### config.mk
export PLATFORM = sky130hd
export DESIGN_NAME = eth_mdio_phy_resp
export DESIGN_NICKNAME = d
export VERILOG_FILES = /design/src/rtl/eth_mdio_phy_resp.sv
export SDC_FILE = /design/constraint.sdc
export NUM_CORES = 1
export LEC_CHECK = 0
export CORE_MARGIN = 4
export CORE_UTILIZATION = 60
export CTS_CLUSTER_DIAMETER = 80
export DETAILED_ROUTE_END_ITERATION = 8
export PLACE_DENSITY = 0.77
export SYNTH_ARGS = -nofsm -noshare
export SYNTH_HDL_FRONTEND = slang
export SYNTH_SLANG_ARGS = --single-unit
### constraint.sdc
create_clock -name clk -period 40.9 [get_ports clk]
set_clock_uncertainty 0.1 [all_clocks]
set_input_delay 6.135 -clock clk [delete_from_list [all_inputs] [get_ports clk]]
set_output_delay 6.135 -clock clk [all_outputs]
set_load 0.005 [all_outputs]
### src/rtl/eth_mdio_phy_resp.sv
// Clause-22 MDIO responder: decodes read/write frames on MDC/MDIO and serves a 32x16 register file.
// state | meaning: IDLE preamble hunt, ST second start bit, OP opcode, PHYAD/REGAD addresses, TA turnaround, DATA payload.
module eth_mdio_phy_resp #(
  parameter logic [4:0]  gPhy_Addr     = 5'd1,
  parameter logic [15:0] gPhy_Id1      = 16'h0007,
  parameter logic [15:0] gPhy_Id2      = 16'hC0F1,
  parameter int unsigned gPreamble_Len = 32
) (
  input  logic        clk,
  input  logic        rst,
  input  logic        mdio_i,
  input  logic        link_up,
  output logic        mdio_o,
  output logic        mdio_oe,
  output logic        busy,
  output logic        wr_strb,
  output logic [4:0]  wr_addr,
  output logic [15:0] wr_data
);

  typedef enum logic [2:0] {
    S_IDLE, S_ST, S_OP, S_PHYAD, S_REGAD, S_TA, S_DATA
  } state_t;

  state_t      state_q, state_d;
  logic [3:0]  cnt_q;
  logic [5:0]  ones_q;
  logic        is_rd_q, match_q, ta_ok_q;
  logic [14:0] sh_in_q;
  logic [15:0] sh_out_q;
  logic [4:0]  regad_q;
  logic [15:0] regs_q [32];

  logic        field_end, preamble_ok, drive;
  logic [4:0]  rd_addr;
  logic [15:0] rd_val, wdata;

  assign preamble_ok = (32'(ones_q) >= gPreamble_Len);
  assign drive       = is_rd_q && match_q;
  assign rd_addr     = {sh_in_q[3:0], mdio_i};
  assign wdata       = {sh_in_q[14:0], mdio_i};

  always_comb begin
    case (rd_addr)
      5'd1:    rd_val = 16'h7809 | {13'b0, link_up, 2'b0};
      5'd2:    rd_val = gPhy_Id1;
      5'd3:    rd_val = gPhy_Id2;
      default: rd_val = regs_q[rd_addr];
    endcase
  end

  always_comb begin
    field_end = 1'b0;
    state_d   = state_q;
    case (state_q)
      S_OP, S_TA:       field_end = (cnt_q == 4'd1);
      S_PHYAD, S_REGAD: field_end = (cnt_q == 4'd4);
      S_DATA:           field_end = (cnt_q == 4'd15);
      default:          field_end = 1'b0;
    endcase
    case (state_q)
      S_IDLE:  if (!mdio_i && preamble_ok) state_d = S_ST;
      S_ST:    state_d = mdio_i ? S_OP : S_IDLE;
      // only 10 (read) and 01 (write) are legal opcodes
      S_OP:    if (field_end) state_d = (sh_in_q[0] ^ mdio_i) ? S_PHYAD : S_IDLE;
      S_PHYAD: if (field_end) state_d = S_REGAD;
      S_REGAD: if (field_end) state_d = S_TA;
      S_TA:    if (field_end) state_d = S_DATA;
      S_DATA:  if (field_end) state_d = S_IDLE;
      default: state_d = S_IDLE;
    endcase
  end

  always_ff @(posedge clk or posedge rst) begin
    if (rst) state_q <= S_IDLE;
    else     state_q <= state_d;
  end

  always_ff @(posedge clk or posedge rst) begin
    if (rst) begin
      cnt_q    <= '0;
      ones_q   <= '0;
      is_rd_q  <= 1'b0;
      match_q  <= 1'b0;
      ta_ok_q  <= 1'b0;
      sh_in_q  <= '0;
      sh_out_q <= '0;
      regad_q  <= '0;
      mdio_o   <= 1'b0;
      mdio_oe  <= 1'b0;
      busy     <= 1'b0;
      wr_strb  <= 1'b0;
      wr_addr  <= '0;
      wr_data  <= '0;
      for (int i = 0; i < 32; i++) regs_q[i] <= '0;
    end else begin
      wr_strb <= 1'b0;
      sh_in_q <= {sh_in_q[13:0], mdio_i};
      if (state_q == S_IDLE || state_q == S_ST || field_end) cnt_q <= '0;
      else                                                  cnt_q <= cnt_q + 4'd1;

      case (state_q)
        S_IDLE: begin
          if (mdio_i) begin
            if (ones_q != 6'd32) ones_q <= ones_q + 6'd1;
          end else begin
            ones_q <= '0;
          end
          if (state_d == S_ST) busy <= 1'b1;
        end
        S_ST: if (!mdio_i) busy <= 1'b0;
        S_OP: if (field_end) begin
          is_rd_q <= sh_in_q[0];
          if (state_d == S_IDLE) busy <= 1'b0;
        end
        S_PHYAD: if (field_end) match_q <= (rd_addr == gPhy_Addr);
        S_REGAD: if (field_end) begin
          regad_q  <= rd_addr;
          sh_out_q <= rd_val;
        end
        S_TA: begin
          if (cnt_q == 4'd0) begin
            ta_ok_q <= mdio_i;
            if (drive) begin
              mdio_oe <= 1'b1;
              mdio_o  <= 1'b0;
            end
          end else begin
            ta_ok_q <= ta_ok_q & ~mdio_i;
            if (drive) begin
              mdio_o   <= sh_out_q[15];
              sh_out_q <= {sh_out_q[14:0], 1'b0};
            end
          end
        end
        S_DATA: begin
          if (!field_end) begin
            if (drive) begin
              mdio_o   <= sh_out_q[15];
              sh_out_q <= {sh_out_q[14:0], 1'b0};
            end
          end else begin
            mdio_oe <= 1'b0;
            mdio_o  <= 1'b0;
            busy    <= 1'b0;
            ones_q  <= '0;
            if (!is_rd_q && match_q && ta_ok_q) begin
              wr_strb <= 1'b1;
              wr_addr <= regad_q;
              wr_data <= wdata;
              // soft reset self-clears: every register, reg0 included, returns to zero
              if (regad_q == 5'd0 && wdata[15]) begin
                for (int i = 0; i < 32; i++) regs_q[i] <= '0;
              end else if (regad_q == 5'd0 || regad_q >= 5'd4) begin
                regs_q[regad_q] <= wdata;
              end
            end
          end
        end
        default: ;
      endcase
    end
  end

endmodule

==> results of run 1 <==
[final timing paths]
check | from | endpoint | slack [ps] | cells past startpoint
worst max-delay path | mdio_i | sh_out_q[5] | 31230 | 10
worst min-delay path | sh_in_q[4] | sh_in_q[5] | 350 | 0
worst max register to register | state_q[2] | regs_q[319] | 36540 | 6
worst min register to register | sh_in_q[4] | sh_in_q[5] | 350 | 0
max in group asynchronous | rst | sh_in_q[1] | 31280 | 5
min in group asynchronous | rst | wr_data[9] | 5960 | 2
[per-layer routing]
layer / routed length, um / track usage / vias up
li1: - / - / 7566
met1: 29640 / 0.4621 / 9726
met2: 33420 / 0.4754 / 1197
met3: 8094 / 0.08340 / 220
met4: 3986 / 0.1545 / 0
met5: 0 / 0 / -
[where the power goes]
group / internal (mW) / switching, mW / total, mW
registers: 0.584 / 0.00236 / 0.586
logic: 0.00978 / 0.0292 / 0.0390
clock network: 0.329 / 0.229 / 0.558
total: 0.923 / 0.260 / 1.18
[stage by stage]
| stage | power, mW | setup WS, ps | utilization |
|---|---|---|---|
| 2_1_floorplan | 0.6230 | 18180 | - |
| 3_3_place_gp | 0.6350 | 30430 | 0.6267 |
| 3_5_place_dp | 0.6357 | 30420 | 0.6273 |
| 4_1_cts | 1.187 | 31080 | 0.6752 |
| 5_1_grt | 1.215 | 30640 | 0.6752 |
| 6_report | 1.183 | 31230 | 0.6752 |
[cell families (layout without fill, tap and decap cells)]
logic type	count (synthesis)	count (layout)	share of synthesized area
fa+ha+maj	7	7	0.003374
compound gates	628	628	0.1981
simple gates	367	367	0.07123
mux	200	200	0.1275
buf+inv	200	190	0.03075
other cells	0	1	0
xor+xnor	4	4	0.001349
flops	589	589	0.5677
[worst max-delay path, cell delays in order]
cell and delay, ps:
buf_8 520, buf_4 880, buf_4 760, mux4_2 600, nand2_1 100, nand2_1 90, a2111oi_0 400, buf_4 170
nor3_1 40, mux2_2 310
[flip-flops by register name, summed over array words and instances (netlist names), 3 cells and up]
name / count
sh_out_q: 16
regs_q: 512
sh_in_q: 15
wr_data: 16
regad_q: 5
cnt_q: 4
state_q: 3
wr_addr: 5
ones_q: 6
[Yosys cell counts (20+ instances only)]
| cell | number |
|---|---|
| dfrtp_1 | 589 |
| o2bb2ai_1 | 431 |
| nand2_1 | 158 |
| clkbuf_1 | 141 |
| mux4_2 | 101 |
| mux2i_1 | 64 |
| and2_1 | 54 |
| nor2_1 | 44 |
| o21ai_0 | 44 |
| mux2_2 | 35 |
| buf_2 | 29 |
| o22ai_1 | 26 |
| a22o_1 | 23 |
| nand3_1 | 20 |
[area by class of cell]
cell class / count / area share
clock inverters: 21 / 0.009019
well taps: 577 / 0.02526
clock buffers: 89 / 0.06191
repair buffers: 64 / 0.01935
diodes: 1 / 0.00008757
flip-flops and latches: 589 / 0.5159
inverters: 16 / 0.002364
multi-input cells: 1206 / 0.3661
==> results.yml, run 1 <==
run_status:
  status: "finished, final reports clean"
global_route:
  grt_first_pass_wirelength_um: 117600
  grt_start_max_net_pins: 139
  gr-usage-all-layers: 0.3248
  grt-ovfl-total: 0
  antenna_found_initial: 1
  grt_pass1_vias: 18974
placed_design:
  place.port_buffers: 28
  dpl_cell_area_mm2: 0.02655
  hpwl_um: 44580
  placedCellCount: 2452
  gp_congestion: 0.9398
floorplan:
  io_pins: 29
  fp.coreArea_mm2: 0.04232
  chipHeight_um: 216.0
  fp.dieW_um: 216.0
  std_cell_rows: 75
  die-area_mm2: 0.04666
  start_util: 0.6134
layout:
  nNetsFinal: 1946
  final_common_cell: "dfrtp_1"
  final_cell_mix: "dfrtp_1, o2bb2ai_1, nand2_1"
  fill_cells: 2865
  fin_area_mm2: 0.02858
  area_growth_pct: 10.08
  final_cells: 2563
  drive_above_1_share: 0.1542
  regArea_mm2: 0.01474
  multi_input_area_mm2: 0.01046
synth:
  synth-edff-count: 0
  synthArstFlopShare: 1.000
  ys_ff_latch: 589
  netlist_area_mm2: 0.02596
  yosysTopAreaCell: "dfrtp_1"
  yosysTopAreaCellShare: 0.5677
  yosysSeqAreaShare: 0.5677
  synth_warnings: 0
  syn-instance-count: 1995
  synth_cell_types: 63
  synth_area_per_cell_um2: 13.01
  synthFlopType: "dfrtp_1"
  syn_nets: 2006
  synth_area_leaders: "dfrtp_1, o2bb2ai_1, mux4_2"
detailed_routing:
  post-route-drc-count: 0
  vias: 18709
  postRouteAntennaNets: 0
  viasPerCell: 7.300
  routed_wl_um: 75140
  drtIter0Drc: 2697
  drt_pre_antenna_iters: 8
  wire_per_inst_um: 29.32
clock_network:
  root_buffer: "clkbuf_16"
  clock_sinks: 589
  worstSkewPairLatency_ps: 630
  holdBufCountCts: 0
  cts_buffer_depth: 3
  cts_buffers: 58
  cts_resized: 0
  postCtsSetupBuffers: 0
  htree_num_levels: 2
  path_clk_slew_ps: 60
  cts_tree: "yes"
timing:
  fin_setup_tns_ps: 0
  setup_viol: 0
  finalCritPeriodShare: 0.2365
  finalHoldViolCount: 0
  whs_ps: 350.8
  rsz0062_at_grt: "false"
  finalCriticalPeriod_ps: 9673
  fmax_mhz: 103.4
  maxSlewHeadroom: 0.1987
  tightest_slew_ps: 1199
  finalMaxSlewViolations: 0
power:
  ir_drop_mv: 0.03641
  leakage_nw: 12.26
  powerDensity_mw_per_mm2: 41.40
setup_path:
  crit_path_end_kind: "flop"
  required_ps: 41310
  worstPathArrival_ps: 10090
  critPathMaxFanout: 85
  critical_path_class: "input pin to flop"
  crit_path_start_kind: "input pin"
min_path:
  hold_class: "flop to flop"
flow_run:
  maxCapViolCount: 0
(Power assumes the default switching activity.)
==> run 2: changes to the inputs <==
--- a/config.mk
+++ b/config.mk
@@ -6,10 +6,10 @@
 export NUM_CORES = 1
 export LEC_CHECK = 0
 export CORE_MARGIN = 4
-export CORE_UTILIZATION = 60
+export CORE_UTILIZATION = 57
 export CTS_CLUSTER_DIAMETER = 80
 export DETAILED_ROUTE_END_ITERATION = 8
-export PLACE_DENSITY = 0.77
+export PLACE_DENSITY = 0.76
 export SYNTH_ARGS = -nofsm -noshare
 export SYNTH_HDL_FRONTEND = slang
 export SYNTH_SLANG_ARGS = --single-unit
==> constraint.sdc (replaced) <==
create_clock -name clk -period 8.5 [get_ports clk]
set_clock_uncertainty 0.1 [all_clocks]
set_input_delay 1.275 -clock clk [delete_from_list [all_inputs] [get_ports clk]]
set_output_delay 1.275 -clock clk [all_outputs]
set_load 0.005 [all_outputs]
==> run 2 against run 1 <==
  * Total power grew to 4.8 times the previous value
  * Non-clock buffer count increased by 1
  * Critical path depth shrank 4
  * Final cell count rose by 0.47%
  * Sequential cell count unchanged
  * Combinational power increased to 4.6 times the previous value
  * Die area grew 5.1%
  * First-iteration DRC count shrank 4.9%
  * Worst hold slack better by 9.5 ps
==> results.yml, run 2 (synthesized netlist as in run 1, its figures left out) <==
run_status:
  status: "finished, final reports clean"
timing:
  finalHoldViolCount: 0
  whs_ps: 360.2
  rsz0062_at_grt: "false"
  tightest_slew_ps: 1236
  fmax_mhz: 229.0
  finalCritPeriodShare: 0.5137
  maxSlewHeadroom: 0.1744
  finalCriticalPeriod_ps: 4366
  setup_viol: 0
  finalMaxSlewViolations: 0
  layout_setup_ws_ps: 4134
  fin_setup_tns_ps: 0
global_route:
  busiest_layer: "met2"
  grt-ovfl-total: 0
  use_met2: 0.4553
  grt_first_pass_wirelength_um: 118100
  grt_use_met3: 0.07607
  gr-usage-all-layers: 0.3061
  use_met1: 0.4393
  grt_pass1_vias: 19060
  antenna_found_initial: 1
  grt_start_max_net_pins: 165
layout:
  utilization: 0.6417
  antenna_cells: 0
  area_growth_pct: 10.27
  nNetsFinal: 1948
  final_cell_mix: "dfrtp_1, o2bb2ai_1, nand2_1"
  final_cells: 2575
  top_regs: "regs_q x512, sh_out_q x16, wr_data x16"
  regMostFlops: "regs_q"
  drive_above_1_share: 0.1528
  fin_area_mm2: 0.02863
  final_common_cell: "dfrtp_1"
  largest_reg_flops: 512
placed_design:
  dpl_cell_area_mm2: 0.02661
  hpwl_um: 44430
  place_ws_ps: 3770
  place.port_buffers: 28
  gp_congestion: 0.9411
  placedCellCount: 2468
setup_path:
  reg2reg_slack_ps: 4130
  crit_path_start_kind: "flop"
  slowest_stage: "nor2_1"
  worstPathArrival_ps: 4830
  critPathBufInv: 0
  rr_startpoint: "state_q[2]"
  critical_path_class: "flop to flop"
  required_ps: 8960
  crit_family: "simple AND/OR/NAND/NOR gates"
  worstPathCellList: "nand3b_4, mux2i_1, a211oi_2, nand4_1, nor2_1, a22o_1"
  critPathMaxFanout: 30
  crit_path_end_kind: "flop"
  r2r_end: "regs_q[351]"
  critical-path-max-stage-delay_ps: 1100
  worst_r2r_path_depth: 6
min_path:
  hp-start: "sh_in_q[11]"
  hold_end: "sh_in_q[12]"
  whs_path_depth: 0
  hold_class: "flop to flop"
detailed_routing:
  postRouteAntennaNets: 0
  vias: 18699
  post-route-drc-count: 0
  wire_per_inst_um: 29.39
  viasPerCell: 7.262
  drt_pre_antenna_iters: 6
  routed_wl_um: 75680
  drtIter0Drc: 2564
clock_network:
  cts_resized: 0
  cts_buffer_depth: 3
  htree_num_levels: 2
  cts_tree: "yes"
  clock_sinks: 589
  postCtsSetupBuffers: 0
  path_clk_slew_ps: 70
  root_buffer: "clkbuf_16"
  worstSkewPairLatency_ps: 630
  cts_buffers: 59
  holdBufCountCts: 0
floorplan:
  fp.coreArea_mm2: 0.04461
  die-area_mm2: 0.04902
  io_pins: 29
  std_cell_rows: 77
  start_util: 0.5820
  chipHeight_um: 221.4
  fp.dieW_um: 221.4
flow_run:
  maxCapViolCount: 0
power:
  powerDensity_mw_per_mm2: 200.3
  leakage_nw: 12.27
  ir_drop_mv: 0.1656
  finalPower_mw: 5.735
run 2: changes by cell type in the layout (fill, tap and decap cells not counted), sizes merged:
cell	change
clkbuf	-4
clkdlybuf4s18	-1
buf	+2
bufinv	+2
clkinv	-1
diode	-1
run 2: worst max path at each step:
stage | endpoint | depth (start not counted) | slack (ps) | from
5_1_grt | regs_q[351] | 6 | 3950 | state_q[2]
6_report | regs_q[351] | 6 | 4130 | state_q[2]
2_1_floorplan | busy | 1 | -900 | rst
4_1_cts | regs_q[255] | 6 | 4300 | state_q[2]
3_3_place_gp | sh_out_q[6] | 7 | 3900 | mdio_i
3_5_place_dp | sh_out_q[3] | 9 | 3770 | mdio_i
run 2: cell type report:
class | instances | area [um^2]
Tap cell | 592 | 740.7
Timing Repair Buffer | 65 | 600.6
Clock inverter | 22 | 291.5
Sequential cell | 589 | 14740
Clock buffer | 85 | 1727
Inverter | 16 | 63.81
Multi-Input combinational cell | 1206 | 10460
Fill cell | 3146 | 15980
run 2: power breakdown:
part | total, mW | leakage, nW | internal, mW | switching (mW)
clock network | 2.73 | 1.00 | 1.62 | 1.11
logic | 0.180 | 3.11 | 0.0480 | 0.132
registers | 2.83 | 8.16 | 2.81 | 0.0182
total | 5.73 | 12.3 | 4.47 | 1.26
run 2: per-layer routing:
metal  part of all wire  up-vias
met5            0.00017        -
met4              0.042        2
met3               0.11      209
met2               0.45     1209
met1               0.40     9710
li1                   -     7569
